[config.mk]
export PLATFORM = sky130hd
export DESIGN_NAME = mux_2x1_arbiter
export DESIGN_NICKNAME = d
export VERILOG_FILES = /design/src/rtl/mux_2x1_arbiter.sv
export SDC_FILE = /design/constraint.sdc
export NUM_CORES = 1
export LEC_CHECK = 0
export CELL_PAD_IN_SITES_DETAIL_PLACEMENT = 1
export CELL_PAD_IN_SITES_GLOBAL_PLACEMENT = 1
export CORE_MARGIN = 1.5
export CORE_UTILIZATION = 29
export CTS_CLUSTER_DIAMETER = 50
export CTS_CLUSTER_SIZE = 16
export DETAILED_ROUTE_END_ITERATION = 8
export PLACE_DENSITY = 0.76
export SYNTH_ARGS = -nofsm -noshare
export SYNTH_HDL_FRONTEND = slang
export SYNTH_SLANG_ARGS = --single-unit
[constraint.sdc]
create_clock -name Clk -period 1.91 [get_ports Clk]
set_input_delay 0.2865 -clock Clk [delete_from_list [all_inputs] [get_ports Clk]]
set_output_delay 0.2865 -clock Clk [all_outputs]
set_load 0.03 [all_outputs]
[src/rtl/mux_2x1_arbiter.sv]
// Round-robin merge of two req/ack sources into one registered valid/ready output.
// Sel tags the winning source (0 = In1, 1 = In2) so a downstream 1x2 demux can route it back.
module mux_2x1_arbiter #(
    parameter int WIDTH = 8
) (
    input  logic             Clk,
    input  logic             Reset,
    input  logic             Req1,
    input  logic [WIDTH-1:0] In1,
    output logic             Ack1,
    input  logic             Req2,
    input  logic [WIDTH-1:0] In2,
    output logic             Ack2,
    output logic             Valid,
    output logic [WIDTH-1:0] Out,
    output logic             Sel,
    input  logic             Ready
);

    // state   | meaning
    // S_EMPTY | output register holds no unconsumed word
    // S_FULL  | Out/Sel hold a word waiting for Ready
    typedef enum logic {
        S_EMPTY = 1'b0,
        S_FULL  = 1'b1
    } state_t;

    state_t state, state_nxt;
    logic   last;
    logic   load;
    logic   grant1;
    logic   grant2;

    always_ff @(posedge Clk or posedge Reset) begin
        if (Reset) begin
            state <= S_EMPTY;
        end else begin
            state <= state_nxt;
        end
    end

    // last = index of the source served most recently; a tie goes to the other one
    always_comb begin
        state_nxt = state;
        load      = (state == S_EMPTY) | Ready;
        grant1    = Req1 & (~Req2 | last);
        grant2    = Req2 & (~Req1 | ~last);
        Ack1      = 1'b0;
        Ack2      = 1'b0;
        if (!Reset) begin
            Ack1 = load & grant1;
            Ack2 = load & grant2;
        end
        case (state)
            S_EMPTY: if (Ack1 | Ack2) state_nxt = S_FULL;
            S_FULL:  if (Ready & ~(Ack1 | Ack2)) state_nxt = S_EMPTY;
            default: state_nxt = S_EMPTY;
        endcase
    end

    assign Valid = (state == S_FULL);

    always_ff @(posedge Clk or posedge Reset) begin
        if (Reset) begin
            Out  <= '0;
            Sel  <= 1'b0;
            last <= 1'b1;
        end else if (Ack1) begin
            Out  <= In1;
            Sel  <= 1'b0;
            last <= 1'b0;
        end else if (Ack2) begin
            Out  <= In2;
            Sel  <= 1'b1;
            last <= 1'b1;
        end
    end

endmodule

### Word level (Yosys, flattened, before mapping)

Index checks and enable logic that the tools add are counted.

| cells by class | value |
|---|---|
| multiplexer cells | 9 |
| bitwise operators | 14 |
| reductions and logical operators | 1 |

Operators by type and width:

| kind | count |
|---|---|
| $mux 8 | 2 |
| $mux 1 | 6 |
| $and 1x1->1 | 5 |
| $not 1->1 | 5 |
| $or 1x1->1 | 4 |
| $pmux 1 s2 | 1 |
| $reduce_bool 2->1 | 1 |

| word-level totals | value |
|---|---|
| register bits after elaboration | 11 |
| input bits | 21 |
| output and inout port bits | 12 |
| logic and storage cells | 28 |

### Depth between registers and ports, before layout

Gate-level depths: netlist of run 1.

| logic depth | value |
|---|---|
| depth in word-level cells | 10 |
| gate-level depth with buffers | 5 |
| depth with buffers taken out | 3 |

### Worst setup path after synthesis of run 1

OpenSTA, ideal clock, no wires.

| timing path | value |
|---|---|
| path type | flip-flop to output port |
| start | register state, in the netlist Valid |
| end | output Ack1 |
| data arrival time | 1.582 ns |
| required time | 1.623 ns |
| slack | 0.041 ns |
| cell stages (with the launch flop) | 6 |
| buffers on the path | 2 |
| path through | dfrtp_1 nor2b_4 buf_6 buf_8 or4_4 inv_1 |

| on the way | value |
|---|---|
| longest elaborated chain between the ends | 4 |

RTL lines:

| item | RTL line | RTL |
|---|---|---|
| from (decl) | 28 | `state_t state, state_nxt;` |
| from (signal assigned) | 38 | `state <= state_nxt;` |
| $not 1->1 | -- |  |
| $or 1x1->1 | 45 | `load = (state == S_EMPTY) \| Ready;` |
| $and 1x1->1 | 51 | `Ack1 = load & grant1;` |
| $mux 1 | 50 | `if (!Reset) begin` |
| to (decl) | 10 | `output logic Ack1,` |

Every way passes these cells.

### Worst setup path after layout of run 1

| timing path | value |
|---|---|
| start | input Req1 |
| end | output Ack1 |

| on the way | value |
|---|---|
| longest elaborated chain between the ends | 3 |

RTL lines:

| item | RTL line | RTL |
|---|---|---|
| from (decl) | 8 | `input logic Req1,` |
| $and 1x1->1 | 46 | `grant1 = Req1 & (~Req2 \| last);` |
| $and 1x1->1 | 51 |  |
| $mux 1 | 50 |  |

Every way passes these cells.

==> results of run 1 <==
==> synth_stat cells, drive strengths merged <==
cell and n:
dfstp 1, nor2b 2, a31oi 16, o21a 2, and4 1, or2 2, or4 9, buf 8
and3 1, dfrtp 10, or2b 1, o41ai 8, clkbuf 1, nand2 9, inv 3
==> critical path: stages <==
cell	delay, ns
clkdlybuf4s50_1	0.50
inv_2	0.05
or4_4	0.55
inv_2	0.07
buf_6	0.12
==> sequential cells by signal, indices dropped and copies added (netlist names) <==
name	cells
last	1
Valid	1
Sel	1
Out	8
==> metrics by stage <==
step	total power [uW]	cells
2_1_floorplan	541	74
3_3_place_gp	690	133
3_5_place_dp	700	133
4_1_cts	868	137
5_1_grt	909	137
6_report	863	137
==> logic make-up (layout without fill, tap and decap cells) <==
group | count (synthesis) | count (layout)
and+or+nand+nor | 25 | 25
DFF | 11 | 11
buffers and inverters | 12 | 47
AOI/OAI and AO/OA | 26 | 26
==> final cells by class <==
class	count	share of cell area (%)
clock buffer	4	2.42
sequential	11	25.5
inverter	3	1.04
multi-input combinational	51	32.6
tap	28	3.23
timing repair buffer	40	35.2
==> power groups by stage <==
stage / clock network, uW / registers, uW / logic, uW
after global routing: 183 / 318 / 408
final: 166 / 313 / 384
after global placement: 0 / 315 / 375
after CTS: 171 / 314 / 383
after floorplan: 0 / 397 / 144
after detailed placement: 0 / 318 / 381
==> what timing repair did <==
action,in CTS,in global routing
setup endpoints to repair,0,2
hold buffers,0,0
gates resized for setup,0,3
==> path summary, 6_finish.rpt <==
| check | from | depth (start not counted) | slack (ns) | endpoint |
|---|---|---|---|---|
| max | Req1 | 5 | 0.05 | Ack1 |
| min | Reset | 3 | 0.21 | Sel |
| max in group asynchronous | Reset | 4 | 1.29 | Out[3] |
| min in group Clk | Sel | 1 | 0.51 | Sel |
| min reg2reg | Sel | 1 | 0.51 | Sel |
| max reg2reg | last | 4 | 0.33 | Out[3] |
==> placed cells by master, fill, tap and decap left out <==
cell             synthesis  routed
nor2b_4                  2       2
or2b_2                   1       1
o41ai_1                  8       8
or4_4                    1       1
or2_1                    1       1
dlymetal6s2s_1           0       1
clkdlybuf4s50_1          0      29
and4_1                   1       1
inv_2                    1       2
inv_1                    2       1
or4_1                    8       8
nand2_1                  9       9
buf_6                    4       1
a31oi_1                 16      16
buf_4                    0       9
and3_1                   1       1
dfrtp_1                 10      10
dfstp_2                  1       1
clkbuf_4                 0       3
o21a_1                   2       2
clkbuf_1                 1       1
or2_2                    1       1
==> layer usage <==
metal	global-route usage, %	vias up	wire, um
met5	0	-	0
li1	-	364	-
met3	2.82	4	95
met2	30.2	22	1110
met1	22.0	358	977
met4	9.40	0	51
==> impl_metrics.tcl, run 1 <==
set metrics [dict create \
    hold_violations 0 \
    ys_seq_elements 11 \
    p_seq_share_pct 36.2 \
    start_kind "input pin" \
    cp.required_ns 1.62 \
    grt_remaining_overflow 0 \
    crit_arrival_ns 1.57 \
    vdd.ir_drop.worst_uv 400 \
    synth_fa_ha_area_share_pct 0 \
    syn-num-nets 95 \
    finClkSkew_ns 0.00136 \
    antenna_left 0 \
    dp_hpwl_mm 1.66 \
    hp-class "input pin to async pin" \
    worst_pin_slew_ns 0.356 \
    core_area_um2 2280 \
    synth_xor_area_share_pct 0 \
    ys_types 20 \
    synth.area.mux_share_pct 0 \
    insertion_delay_ns 0.27 \
    yosysTopAreaCell "dfrtp_1" \
    path_clk_slew_ns 0.07 \
    drtIter0Drc 2 \
    path_class "input pin to output pin" \
    grt_use_total_pct 18.0 \
    finalCritPeriodShare_pct 97.4 \
    slew_headroom_pct 76.3 \
    cts.sinks 11 \
    ioPinCount 33 \
    setup_tns_ns 0 \
    drc_errors 0 \
    fmax_mhz 538 \
    cap_violations 0 \
    htreeDepth 1 \
    ys_seq_area_share_pct 38.4 \
    wl_mm 2.23 \
    start_util_pct 31.7 \
    drive_above_1_share_pct 19.3 \
    die_area_um2 2790 \
    synth-compound-area-share_pct 25.7 \
    num_rows 17 \
    post-route-min-period_ns 1.86 \
    design_area_um2 1080 \
    yosysWarnings 0 \
    nets 131 \
    grt_max_degree 18 \
    syn2layout_area_growth_pct 50.5 \
    regArea_um2 277 \
    vias 748 \
    first_global_vias 769 \
    switching_share_pct 37.2 \
    diodes 0 \
    cp_max_fo 3 \
    endpoint_kind "output pin" \
    utilization_pct 47.7 \
    pre_cts_slack_ns 0.0143 \
    pwr-share-clk_pct 19.2 \
    cts_tree "yes" \
    intPower_uw 542 \
    via_per_inst 5.46 \
    outcome "complete, no violations" \
    cts_buffer_depth 2 \
    syn_area_um2 721 \
    antenna_found_initial 0 \
    holdWs_ns 0.208 \
    nFillCells 255 \
    wl_per_cell_um 16.3 \
    synth.avg_cell_area_um2 9.74 \
    fp.dieW_um 52.9 \
    post_cts_buffers 0 \
    fin_ws_ns 0.0505 \
    setup_violations 0 \
    multiInputGateArea_um2 354 \
    synth_cells 74 \
    leakagePower_uw 0.000432 \
    cts_root_buffer "clkbuf_4" \
    synth_top_family_by_area "compound AO/OA/AOI/OAI gates" \
    grt_pass1_wl_mm 3.56 \
    cts_buffers 3 \
    report.final.slew_viol_count 0 \
    dpl_cell_area_um2 1050 \
    synthSimpleGateAreaFrac_pct 23.4 \
    yosys-top-cells-area "dfrtp_1, a31oi_1, o41ai_1" \
    dr.pass1.iters 4 \
    io_buffers 32 \
    rsz0062_at_grt "false" \
    pwr-share-comb_pct 44.5 \
    gp_congestion 0.758 \
    power_density_nw_per_um2 795 \
    yosysTopAreaCellShare_pct 34.7 \
    switchingPower_uw 321 \
    die_h_um 52.9 \
]
(Power assumes the default switching activity.)
==> inputs of run 2 (changes only) <==
- SETUP_SLACK_MARGIN: default -> 0.3
==> run 2 against run 1 <==
  * Sequential power about the same
  * Highest routed layer unchanged
  * Critical path depth is the same
  * Non-clock buffer count grew 5
  * Cell count grew 3.6%
  * First-iteration DRC count increased to 7.5 times the previous value
  * Global-route usage decreased by 1.7 points
  * Register-to-register slack improved by 0.07 ns
  * Cell area rose by 5.7%
==> impl_metrics.tcl, run 2 (synthesis gave the netlist of run 1 again) <==
set metrics [dict create \
    rr_startpoint "last" \
    crit_slowest_cell "or4_4" \
    htreeDepth 1 \
    grt_max_degree 18 \
    switching_share_pct 36.5 \
    grt_pass1_wl_mm 3.33 \
    cts_root_buffer "clkbuf_4" \
    die_area_um2 2790 \
    cp_max_fo 3 \
    intPower_uw 553 \
    grt_remaining_overflow 0 \
    fin_ws_ns 0.0252 \
    nets 136 \
    largest_register_ffs 8 \
    insertion_delay_ns 0.27 \
    die_h_um 52.9 \
    leakagePower_uw 0.000489 \
    switchingPower_uw 318 \
    cts_tree "yes" \
    cap_violations 0 \
    wl_mm 2.12 \
    pre_cts_slack_ns -0.0163 \
    cts_buffer_depth 2 \
    finalCritPeriodShare_pct 98.7 \
    vdd.ir_drop.worst_uv 430 \
    dp_hpwl_mm 1.62 \
    pwr-share-comb_pct 45.7 \
    cts_buffers 3 \
    finClkSkew_ns 0.000875 \
    drtIter0Drc 15 \
    core_area_um2 2280 \
    post-route-min-period_ns 1.88 \
    gp_congestion 0.804 \
    drc_errors 0 \
    setup_violations 0 \
    diodes 0 \
    report.final.slew_viol_count 0 \
    antenna_found_initial 0 \
    grt_use_total_pct 16.3 \
    drive_above_1_share_pct 26.3 \
    path_cells "clkdlybuf4s50_1, nor2b_4, or4_4, clkinvlp_4, buf_6" \
    holdWs_ns 0.303 \
    hold_violations 0 \
    layout_commonest_cell "clkdlybuf4s50_1" \
    io_buffers 32 \
    wl_per_cell_um 14.9 \
    via_per_inst 5.39 \
    power_density_nw_per_um2 759 \
    hp-class "input pin to async pin" \
    fmax_mhz 531 \
    path_clk_slew_ns 0.07 \
    start_util_pct 31.7 \
    finalPower_uw 870 \
    cp-startpoint "Req2" \
    worst_pin_slew_ns 0.332 \
    ioPinCount 33 \
    cts.sinks 11 \
    antenna_left 0 \
    path_class "input pin to output pin" \
    first_global_vias 776 \
    start_kind "input pin" \
    fp.dieW_um 52.9 \
    top_register "Out" \
    cts_hold_buf 0 \
    slew_headroom_pct 77.8 \
    pwr-share-clk_pct 18.7 \
    outcome "complete, no violations" \
    endpoint_kind "output pin" \
    dr.pass1.iters 4 \
    cp.required_ns 1.62 \
    critPathMaxStageDelay_ns 0.52 \
    crit_arrival_ns 1.60 \
    vias 765 \
    p_seq_share_pct 35.6 \
    num_rows 17 \
    syn2layout_area_growth_pct 59.0 \
    rsz0062_at_grt "true" \
    final_cell_mix "clkdlybuf4s50_1, a31oi_1, buf_4, dfrtp_1, nand2_1" \
]
## run 2: area by class of cell
cell class / count / area [um2]
fill: 265 / 1130
timing repair buffer: 45 / 432
multi-input combinational: 51 / 360
sequential: 11 / 278
tap: 28 / 35.0
clock buffer: 4 / 26.3
inverter: 3 / 15.0
## run 2: critical path: cells and delay by family
family,cells,cell delay [ns]
AND/OR/NAND/NOR,2,0.67
buffers and inverters,3,0.65
## run 2: power by group through the flow
| stage | combinational [uW] | clock (uW) | sequential, uW |
|---|---|---|---|
| 6_report | 398 | 163 | 310 |
| 5_1_grt | 425 | 181 | 315 |
| 4_1_cts | 398 | 171 | 311 |
| 3_5_place_dp | 385 | 0 | 318 |
| 3_3_place_gp | 379 | 0 | 317 |
| 2_1_floorplan | 146 | 0 | 397 |
## run 2: final timing paths
kind / endpoint / slack, ns / cells past startpoint
min: Out[2] / 0.30 / 4
max reg2reg: Out[4] / 0.40 / 4
min reg2reg: Sel / 0.51 / 1
min in group Clk: Sel / 0.51 / 1
max: Ack1 / 0.03 / 5
max in group asynchronous: Valid / 1.38 / 4
## run 2: what timing repair did
item,in CTS,in global routing
buffers inserted,1,2
pin swaps,1,0
gates cloned,0,0
gates resized for setup,11,5
endpoints found under the setup margin,4,7
## run 2: through the flow
| step | std cells | TNS (ns) | instance area, um2 | util [%] |
|---|---|---|---|---|
| 3_3_place_gp | 135 | 0 | 1070 | 47.1 |
| 6_report | 142 | 0 | 1150 | 50.4 |
| 2_1_floorplan | 74 | 0 | 727 | - |
| 5_1_grt | 142 | -0.0276 | 1150 | 50.4 |
| 4_1_cts | 140 | 0 | 1120 | 49.1 |
| 3_5_place_dp | 135 | -0.0178 | 1070 | 47.1 |
## run 2: metal layers
layer,track usage (%),vias to the layer above,share of wire (%)
met1,19.0,369,43
li1,-,373,-
met5,0,-,0
met3,2.82,2,3.5
met4,7.69,0,1.3
met2,28.7,21,52
==> inputs of run 3 (changes only) <==
- SLEW_MARGIN: default -> 10
==> results of run 3 <==
No change in the layout: final DEF, timing and power equal those of run 2.
